File: config.mk
export PLATFORM = sky130hd
export DESIGN_NAME = keysw_io_responder_flat
export DESIGN_NICKNAME = d
export VERILOG_FILES = /design/src/rtl/keysw_pkg.sv /design/src/rtl/keysw_io_responder_if.sv /design/src/rtl/io_debounce.sv /design/src/rtl/keysw_io_responder.sv /design/src/flat_wrapper.sv
export SDC_FILE = /design/constraint.sdc
export NUM_CORES = 1
export LEC_CHECK = 0
export ABC_AREA = 1
export CORE_ASPECT_RATIO = 1.4
export CORE_MARGIN = 2
export CORE_UTILIZATION = 44
export CTS_CLUSTER_DIAMETER = 150
export DETAILED_ROUTE_END_ITERATION = 7
export GPL_ROUTABILITY_DRIVEN = 0
export PLACE_DENSITY = 0.87
export SYNTH_ARGS = -nofsm -noshare
export SYNTH_HDL_FRONTEND = slang
export SYNTH_SLANG_ARGS = --single-unit
File: constraint.sdc
create_clock -name clk -period 1.5 [get_ports clk]
set_input_delay 0.375 -clock clk [delete_from_list [all_inputs] [get_ports clk]]
set_output_delay 0.375 -clock clk [all_outputs]
set_load 0.01 [all_outputs]
File: src/rtl/keysw_pkg.sv
// Shared constants for the KEY/SW memory-mapped responder:
// register addresses and CTRL bit positions.
package keysw_pkg;

    localparam logic [31:0] ADDR_KDATA = 32'hFFFFF080;
    localparam logic [31:0] ADDR_KCTRL = 32'hFFFFF084;
    localparam logic [31:0] ADDR_SDATA = 32'hFFFFF090;
    localparam logic [31:0] ADDR_SCTRL = 32'hFFFFF094;

    localparam int CTRL_READY = 0;
    localparam int CTRL_OVR   = 2;
    localparam int CTRL_IE    = 4;

    localparam int DEV_KEY = 0;
    localparam int DEV_SW  = 1;
    localparam int NDEV    = 2;

    function automatic logic [31:0] ctrl_word(
        input logic rdy,
        input logic ovr,
        input logic ie
    );
        logic [31:0] w;
        w             = '0;
        w[CTRL_READY] = rdy;
        w[CTRL_OVR]   = ovr;
        w[CTRL_IE]    = ie;
        return w;
    endfunction

endpackage

File: src/rtl/keysw_io_responder_if.sv
// M-stage data bus between the CPU (master) and an I/O
// responder (slave); rdata/sel are combinational from addr.
interface keysw_io_responder_if #(
    parameter int DBITS = 32
);
    logic [DBITS-1:0] addr;
    logic             rd_en;
    logic             wr_en;
    logic [DBITS-1:0] wdata;
    logic [DBITS-1:0] rdata;
    logic             sel;

    modport master (
        output addr, rd_en, wr_en, wdata,
        input  rdata, sel
    );

    modport slave (
        input  addr, rd_en, wr_en, wdata,
        output rdata, sel
    );
endinterface

File: src/rtl/io_debounce.sv
// Two-flop synchroniser, stability counter and committed DATA
// register; commit_o is high in the cycle before DATA updates.
module io_debounce #(
    parameter int WIDTH  = 4,
    parameter int CYCLES = 500000
) (
    input  logic             clk,
    input  logic             reset,
    input  logic [WIDTH-1:0] din_i,
    output logic [WIDTH-1:0] data_o,
    output logic             commit_o
);
    localparam int CW = (CYCLES > 1) ? $clog2(CYCLES) : 1;
    localparam logic [CW-1:0] CNT_LAST = CW'(CYCLES - 1);

    logic [WIDTH-1:0] sync1_q, sync2_q;
    logic [WIDTH-1:0] data_q, data_d;
    logic [CW-1:0]    cnt_q, cnt_d;

    // sync1 is next cycle's candidate: comparing it with sync2
    // restarts the count on the edge the candidate changes.
    always_comb begin
        cnt_d    = cnt_q;
        data_d   = data_q;
        commit_o = 1'b0;
        if (sync1_q != sync2_q) begin
            cnt_d = '0;
        end else if (sync2_q != data_q) begin
            if (cnt_q == CNT_LAST) begin
                data_d   = sync2_q;
                cnt_d    = '0;
                commit_o = 1'b1;
            end else begin
                cnt_d = cnt_q + 1'b1;
            end
        end else begin
            cnt_d = '0;
        end
    end

    always_ff @(posedge clk) begin
        if (reset) begin
            sync1_q <= '0;
            sync2_q <= '0;
            data_q  <= '0;
            cnt_q   <= '0;
        end else begin
            sync1_q <= din_i;
            sync2_q <= sync1_q;
            data_q  <= data_d;
            cnt_q   <= cnt_d;
        end
    end

    assign data_o = data_q;
endmodule

File: src/rtl/keysw_io_responder.sv
// KEY/SW bus responder: decode, READY/OVERRUN/IE flags, read mux.
// Optional interrupt output enabled by KEYSW_IRQ_EN.
module keysw_io_responder
    import keysw_pkg::*;
#(
    parameter int DBITS           = 32,
    parameter int KEYBITS         = 4,
    parameter int SWBITS          = 10,
    parameter int DEBOUNCE_CYCLES = 500000,
    parameter logic [DBITS-1:0] ADDRKEY   = DBITS'(ADDR_KDATA),
    parameter logic [DBITS-1:0] ADDRKCTRL = DBITS'(ADDR_KCTRL),
    parameter logic [DBITS-1:0] ADDRSW    = DBITS'(ADDR_SDATA),
    parameter logic [DBITS-1:0] ADDRSCTRL = DBITS'(ADDR_SCTRL)
) (
    input  logic               clk,
    input  logic               reset,
    input  logic [KEYBITS-1:0] KEY,
    input  logic [SWBITS-1:0]  SW,
    keysw_io_responder_if.slave bus,
    output logic               irq
);
    logic [KEYBITS-1:0] kdata;
    logic [SWBITS-1:0]  sdata;
    logic               kcommit, scommit;

    // Keys are active-low on the board; present pressed=1.
    io_debounce #(.WIDTH(KEYBITS), .CYCLES(DEBOUNCE_CYCLES)) u_key (
        .clk      (clk),
        .reset    (reset),
        .din_i    (~KEY),
        .data_o   (kdata),
        .commit_o (kcommit)
    );

    io_debounce #(.WIDTH(SWBITS), .CYCLES(DEBOUNCE_CYCLES)) u_sw (
        .clk      (clk),
        .reset    (reset),
        .din_i    (SW),
        .data_o   (sdata),
        .commit_o (scommit)
    );

    logic kd_hit, kc_hit, sd_hit, sc_hit;
    logic [NDEV-1:0] commit, rd_hit, wr_hit;
    logic [NDEV-1:0] ready_q, ready_d;
    logic [NDEV-1:0] ovr_q, ovr_d;
    logic [NDEV-1:0] ie_q;

    assign kd_hit = (bus.addr == ADDRKEY);
    assign kc_hit = (bus.addr == ADDRKCTRL);
    assign sd_hit = (bus.addr == ADDRSW);
    assign sc_hit = (bus.addr == ADDRSCTRL);

    assign commit = {scommit, kcommit};
    // A simultaneous write masks the read side effect.
    assign rd_hit = {NDEV{bus.rd_en & ~bus.wr_en}} & {sd_hit, kd_hit};
    assign wr_hit = {NDEV{bus.wr_en}} & {sc_hit, kc_hit};

    always_comb begin
        ready_d = ready_q;
        ovr_d   = ovr_q;
        for (int i = 0; i < NDEV; i++) begin
            if (commit[i]) begin
                ready_d[i] = 1'b1;
            end else if (rd_hit[i]) begin
                ready_d[i] = 1'b0;
            end
            if (commit[i] && ready_q[i] && !rd_hit[i]) begin
                ovr_d[i] = 1'b1;
            end else if (wr_hit[i] && !bus.wdata[CTRL_OVR]) begin
                ovr_d[i] = 1'b0;
            end
        end
    end

    always_ff @(posedge clk) begin
        if (reset) begin
            ready_q <= '0;
            ovr_q   <= '0;
        end else begin
            ready_q <= ready_d;
            ovr_q   <= ovr_d;
        end
    end

`ifdef KEYSW_IRQ_EN
    logic [NDEV-1:0] ie_d;
    logic            irq_q, irq_d;

    always_comb begin
        ie_d = ie_q;
        for (int i = 0; i < NDEV; i++) begin
            if (wr_hit[i]) begin
                ie_d[i] = bus.wdata[CTRL_IE];
            end
        end
    end

    assign irq_d = |(ready_q & ie_q);

    always_ff @(posedge clk) begin
        if (reset) begin
            ie_q  <= '0;
            irq_q <= 1'b0;
        end else begin
            ie_q  <= ie_d;
            irq_q <= irq_d;
        end
    end

    assign irq = irq_q;
`else
    assign ie_q = '0;
    assign irq  = 1'b0;
`endif

    logic [DBITS-1:0] rdata_d;
    logic             unused_wdata;

    assign unused_wdata = ^bus.wdata;

    always_comb begin
        rdata_d = '0;
        unique case (1'b1)
            kd_hit:  rdata_d = DBITS'(kdata);
            sd_hit:  rdata_d = DBITS'(sdata);
            kc_hit:  rdata_d = DBITS'(ctrl_word(ready_q[DEV_KEY],
                                                ovr_q[DEV_KEY],
                                                ie_q[DEV_KEY]));
            sc_hit:  rdata_d = DBITS'(ctrl_word(ready_q[DEV_SW],
                                                ovr_q[DEV_SW],
                                                ie_q[DEV_SW]));
            default: rdata_d = '0;
        endcase
    end

    assign bus.rdata = rdata_d;
    assign bus.sel   = kd_hit | kc_hit | sd_hit | sc_hit;
endmodule

File: src/flat_wrapper.sv
// flat-port wrapper written by rule: the top's interface ports become plain ports
module keysw_io_responder_flat import keysw_pkg::*;
#(
    parameter int DBITS           = 32,
    parameter int KEYBITS         = 4,
    parameter int SWBITS          = 10,
    parameter int DEBOUNCE_CYCLES = 500000,
    parameter logic [DBITS-1:0] ADDRKEY   = DBITS'(ADDR_KDATA),
    parameter logic [DBITS-1:0] ADDRKCTRL = DBITS'(ADDR_KCTRL),
    parameter logic [DBITS-1:0] ADDRSW    = DBITS'(ADDR_SDATA),
    parameter logic [DBITS-1:0] ADDRSCTRL = DBITS'(ADDR_SCTRL)
)
  (clk, reset, KEY, SW, irq, bus_addr, bus_rd_en, bus_wr_en, bus_wdata, bus_rdata, bus_sel);
  keysw_io_responder_if #(.DBITS(DBITS)) bus_i ();
  input  logic clk;
  input  logic reset;
  input  logic [KEYBITS-1:0] KEY;
  input  logic [SWBITS-1:0] SW;
  output logic irq;
  input wire logic [$bits(bus_i.addr)-1:0] bus_addr;
  input wire logic [$bits(bus_i.rd_en)-1:0] bus_rd_en;
  input wire logic [$bits(bus_i.wr_en)-1:0] bus_wr_en;
  input wire logic [$bits(bus_i.wdata)-1:0] bus_wdata;
  output wire logic [$bits(bus_i.rdata)-1:0] bus_rdata;
  output wire logic [$bits(bus_i.sel)-1:0] bus_sel;
  assign bus_i.addr = bus_addr;
  assign bus_i.rd_en = bus_rd_en;
  assign bus_i.wr_en = bus_wr_en;
  assign bus_i.wdata = bus_wdata;
  assign bus_rdata = bus_i.rdata;
  assign bus_sel = bus_i.sel;
  keysw_io_responder #(.DBITS(DBITS), .KEYBITS(KEYBITS), .SWBITS(SWBITS), .DEBOUNCE_CYCLES(DEBOUNCE_CYCLES), .ADDRKEY(ADDRKEY), .ADDRKCTRL(ADDRKCTRL), .ADDRSW(ADDRSW), .ADDRSCTRL(ADDRSCTRL)) u_core (.clk(clk), .reset(reset), .KEY(KEY), .SW(SW), .bus(bus_i), .irq(irq));
endmodule
* Yosys cells after proc, flatten, opt, wreduce, memory -nomap -nowiden *
Cells that the tools add are included.

operators by class
  equality and inequality tests = 10
  add/sub/neg operators = 2
  divide/modulo/power cells = 0
  shifts and indexed selects = 0
  multiply operators = 0
  order comparisons = 0
  muxes and demuxes = 15
  reduce and logical (&&, ||, !) cells = 17
  bitwise gates (word level) = 12

operators by type and width
  cell                                                              number
  32-bit == test (second input constant)                            4
  10-bit one-hot mux with 4 select lines                            1
  19-bit by 1-bit adder with 19-bit output (second input constant)  2
  19-bit == test (second input constant)                            2
  10-bit inequality test                                            2
  1-bit two-way mux                                                 14
  4-bit inequality test                                             2
  2-bit nonzero test                                                4
  4-bit OR reduction                                                2
  1-bit logical AND                                                 6
  3-bit AND reduction                                               2
  1-bit inverter                                                    5
  2-bit bitwise AND                                                 2
  4-bit inverter                                                    1
  1-bit logical NOT                                                 3
  1-bit OR                                                          3
  1-bit bitwise AND                                                 1

word-level totals
  flip-flop bits (word level) = 84
  RAM bits = 0
  word-level logic and storage cells = 68
  memories kept = 0
  bits in read-only memories = 0
  bits in latches = 0
  input bits = 82
  output and inout port bits = 34

* Longest topological paths before layout *
  depth after elaboration = 7
  depth in mapped cells = 12
  depth with buffers taken out = 11

* Hierarchy *
From an unflattened synthesis, not the netlist that was laid out.

second synthesis, totals
  cell total of the unflattened synthesis = 743
  area, all modules = 4760.8 um^2

by module, submodules not included
  module                       instances  cells each  area each (um^2)  seq. area each (um^2)
  io_debounce at u_core.u_sw   1          353         2407.3            980.9
  io_debounce at u_core.u_key  1          251         1625.3            620.6
  keysw_io_responder           1          139         728.2             80.1

* Worst setup path before layout *
No wires, ideal clock.

  kind = input to output
  start = input bus_addr[17]
  end = output bus_rdata[3]
  required time = 1.125 ns
  data arrival time = 1.314 ns
  stages on the path = 8
  buffers on the path = 0
  slack = -0.189 ns
  path through = nand2_1 -> nor2_1 -> nand2_1 -> nor2_1 -> nand2_1 -> nor2_1 -> inv_1 -> o22ai_1

between the ends
  word-level cells in the longest chain between the ends = 2
  elaborated cells between the ends (all ways) = 5
  those cells by class = eq/ne (4); mux (1)

RTL lines
  what                                      line                       RTL
  from (decl)                               flat_wrapper.sv:20         input wire logic [$bits(bus_i.addr)-1:0] bus_addr;
  32-bit == test, on equally long branches  n/a
  10-bit one-hot mux with 4 select lines *  keysw_io_responder.sv:124  unique case (1'b1)
  to (decl)                                 flat_wrapper.sv:24         output wire logic [$bits(bus_i.rdata)-1:0] bus_rdata;

Mark *: on every way between the ends. The rest lies on a longest branch, timed or not.

* Final worst setup path *
  start = input bus_addr[1]
  end = output bus_rdata[3]

The elaborated chain is that of the path after synthesis.

==> results_dict.tcl <==
set metrics [dict create \
    diodes 0 \
    syn_to_final_growth_pct 45.6 \
    drt-wirelength-per-cell_um 12.9 \
    fillCellCount 712 \
    ys_seq_area_frac 0.402 \
    core_area_mm2 0.00935 \
    remaining_drc_errors 0 \
    drive_above_1_share 0.388 \
    hold_ws_ns 0.435 \
    p_sw_mw 1.13 \
    cts.htree.levels 3 \
    slew_violations 0 \
    ys_types 34 \
    nets 827 \
    r2r_start "u_core.u_sw.cnt_q[15]" \
    die_area_mm2 0.0103 \
    cts_buffers 9 \
    postRouteAntennaNets 0 \
    vias 4197 \
    syn_area_mm2 0.00418 \
    power_density_mw_per_mm2 808 \
    first_global_vias 3806 \
    grt_pass1_wl_mm 15.6 \
    timing.final.hold_violations 0 \
    rsz0062_at_grt "yes" \
    seq_power_share 0.467 \
    cp.arrival_ns 1.52 \
    power_mw 4.92 \
    die_x_um 86.4 \
    fin_skew_ns 0.00975 \
    start_util 0.447 \
    antenna_found_initial 0 \
    hold_path_end "u_core.u_key.sync2_q[0]" \
    r2r_slack_ns -0.07 \
    instances_no_fill 858 \
    setup_viol 36 \
    post-route-period-util 1.26 \
    critPathLaunchType "input port" \
    cts_root_buf "clkbuf_16" \
    tns_ns -4.13 \
    ys.warnings.count 0 \
    ys_seq_elements 84 \
    crit_type "in -> out" \
    regArea_mm2 0.00172 \
    ctsHoldBuffers 0 \
    dr.pass1.iters 4 \
    switching_share 0.229 \
    synth.avg_cell_area_um2 6.72 \
    viasPerCell 4.89 \
    r2r_cells 8 \
    placementRows 42 \
    place.port_buffers 61 \
    fin_crit_ns 1.90 \
    ios 116 \
    fmax_ghz 0.527 \
    peakVddDrop_mv 0.687 \
    grt.total_usage 0.185 \
    clkLatencyLatePin_ns 0.34 \
    comb_power_share 0.083 \
    internal_power_mw 3.79 \
    clockBufferDepth 2 \
    placed_cells 815 \
    cp_max_fo 8 \
    wirelength_mm 11.1 \
    multi_input_area_mm2 0.00257 \
    synthCells 622 \
    p_leak_nw 2.64 \
    worstSetupEndpointType "output pin" \
    overflow 0 \
    power_frac_clock 0.450 \
    status "finished, violations left" \
    drtIter0Drc 183 \
    worst_r2r_endpoint "u_core.u_sw.data_o[7]" \
    cts_num_sinks 84 \
    grt_max_degree 21 \
    die_h_um 119 \
    setup_slack_ns -0.396 \
    hold_path_depth 2 \
    dp_slack_ns -1.24 \
    hp-class "reg -> reg" \
    worstHoldStart "u_core.u_key.sync1_q[0]" \
    violations "negative setup slack" \
    dp_hpwl_mm 6.35 \
    clkTransAtPathRegs_ns 0.06 \
    maxCapViolations 0 \
    cts_tree "yes" \
    required_ns 1.12 \
]
==> Yosys cell counts, drive strengths merged <==
cell / count / share of area
and3: 1 / 0.0015
ha: 2 / 0.0060
nand4: 17 / 0.025
nor3: 16 / 0.025
and2: 1 / 0.0021
nand3b: 2 / 0.0036
nand3: 20 / 0.028
dfxtp: 84 / 0.40
a21boi: 1 / 0.0018
nand2: 161 / 0.15
xor2: 16 / 0.034
nor2: 138 / 0.13
conb: 1 / 0.00090
buf: 27 / 0.049
clkbuf: 6 / 0.0078
o22ai: 2 / 0.0030
a21oi: 18 / 0.023
xnor2: 8 / 0.017
o21ai: 1 / 0.0012
nor4: 1 / 0.0015
inv: 95 / 0.085
or3: 1 / 0.0015
or2: 3 / 0.0045
==> state kept, by name (all words and copies together), names as in the netlist <==
| signal | count |
|---|---|
| u_core.u_key.cnt_q | 19 |
| u_core.u_sw.cnt_q | 19 |
| u_core.u_sw.data_o | 10 |
| u_core.u_sw.sync1_q | 10 |
| u_core.u_sw.sync2_q | 10 |
| u_core.u_key.data_o | 4 |
| u_core.u_key.sync1_q | 4 |
| u_core.u_key.sync2_q | 4 |
| u_core.ovr_q | 2 |
| u_core.ready_q | 2 |
==> timing repair <==
action / CTS / global route
buffers inserted: 22 / 16
pin swaps: 47 / 64
setup endpoints to repair: 61 / 67
gates resized for setup: 184 / 170
gates cloned: 1 / 3
==> through the flow <==
step,utilization,instance area (um2)
after global routing,0.651,6090
after detailed placement,0.543,5080
final,0.651,6090
after floorplan,-,4320
after global placement,0.543,5080
after CTS,0.583,5450
==> final cells by class <==
class	instances	share of cell area
multi-input cells	433	0.421
repair inverters	1	0.00123
clock inverters	6	0.0105
well taps	110	0.0226
repair buffers	119	0.162
clock buffers	10	0.0393
flip-flops and latches	84	0.283
inverters	95	0.0594
==> layer usage <==
| layer | vias up | global-route usage | routed length [um] |
|---|---|---|---|
| met2 | 117 | 0.328 | 6150 |
| met4 | 0 | 0.0957 | 341 |
| met3 | 29 | 0.0319 | 463 |
| met5 | - | 0 | 0 |
| li1 | 2076 | - | - |
| met1 | 1975 | 0.205 | 4110 |
==> cells by family (layout without fill, tap and decap cells) <==
group	after synthesis	count (layout)	share of synthesized area
fa+ha+maj	2	2	0.00598
flops	84	84	0.402
xor+xnor	24	24	0.0503
simple gates	361	362	0.369
buf+inv	128	231	0.142
other cells	1	23	0.000897
compound gates	22	22	0.0293
==> cell usage in the layout, fill, tap and decap left out, types with 6 or more instances in the layout <==
master           instances
nor2_2                  25
buf_6                   30
nand3_1                 11
nor2_4                  21
inv_1                   79
dfxtp_2                 22
nand4_1                 17
nand2_4                  6
nor3_2                   6
nor3_1                   6
dfxtp_1                 58
xor2_1                  16
clkbuf_16                9
nand2_2                 40
conb_1                  23
buf_4                   43
buf_2                   22
xnor2_1                  7
clkdlybuf4s50_1         18
inv_2                   15
nand3_2                  6
a21oi_1                 12
nor2_1                  92
nand2_1                114
==> power groups by stage <==
stage / logic [mW] / clock network, mW / registers (mW)
after CTS: 0.330 / 2.24 / 2.30
after floorplan: 0.215 / 0 / 2.34
after global placement: 0.338 / 0 / 2.34
final: 0.408 / 2.21 / 2.30
after detailed placement: 0.345 / 0 / 2.34
after global routing: 0.453 / 2.32 / 2.30
==> worst max-delay path by stage <==
stage	from	endpoint	slack (ns)
after CTS	bus_addr[14]	bus_rdata[3]	-0.44
after global routing	bus_addr[1]	bus_rdata[3]	-0.49
after detailed placement	bus_addr[23]	bus_rdata[3]	-1.24
after global placement	bus_addr[23]	bus_rdata[3]	-1.23
after floorplan	bus_addr[23]	bus_rdata[3]	-0.05
final	bus_addr[1]	bus_rdata[3]	-0.40
==> worst max-delay path: stages <==
cell,delay [ns]
clkbuf_2,0.09
nor2_2,0.14
nand2_2,0.09
nor2_4,0.14
nand2_4,0.08
nor2_4,0.14
clkinv_4,0.13
o22ai_4,0.18
buf_2,0.16
Power figures use the tool's default switching activity.
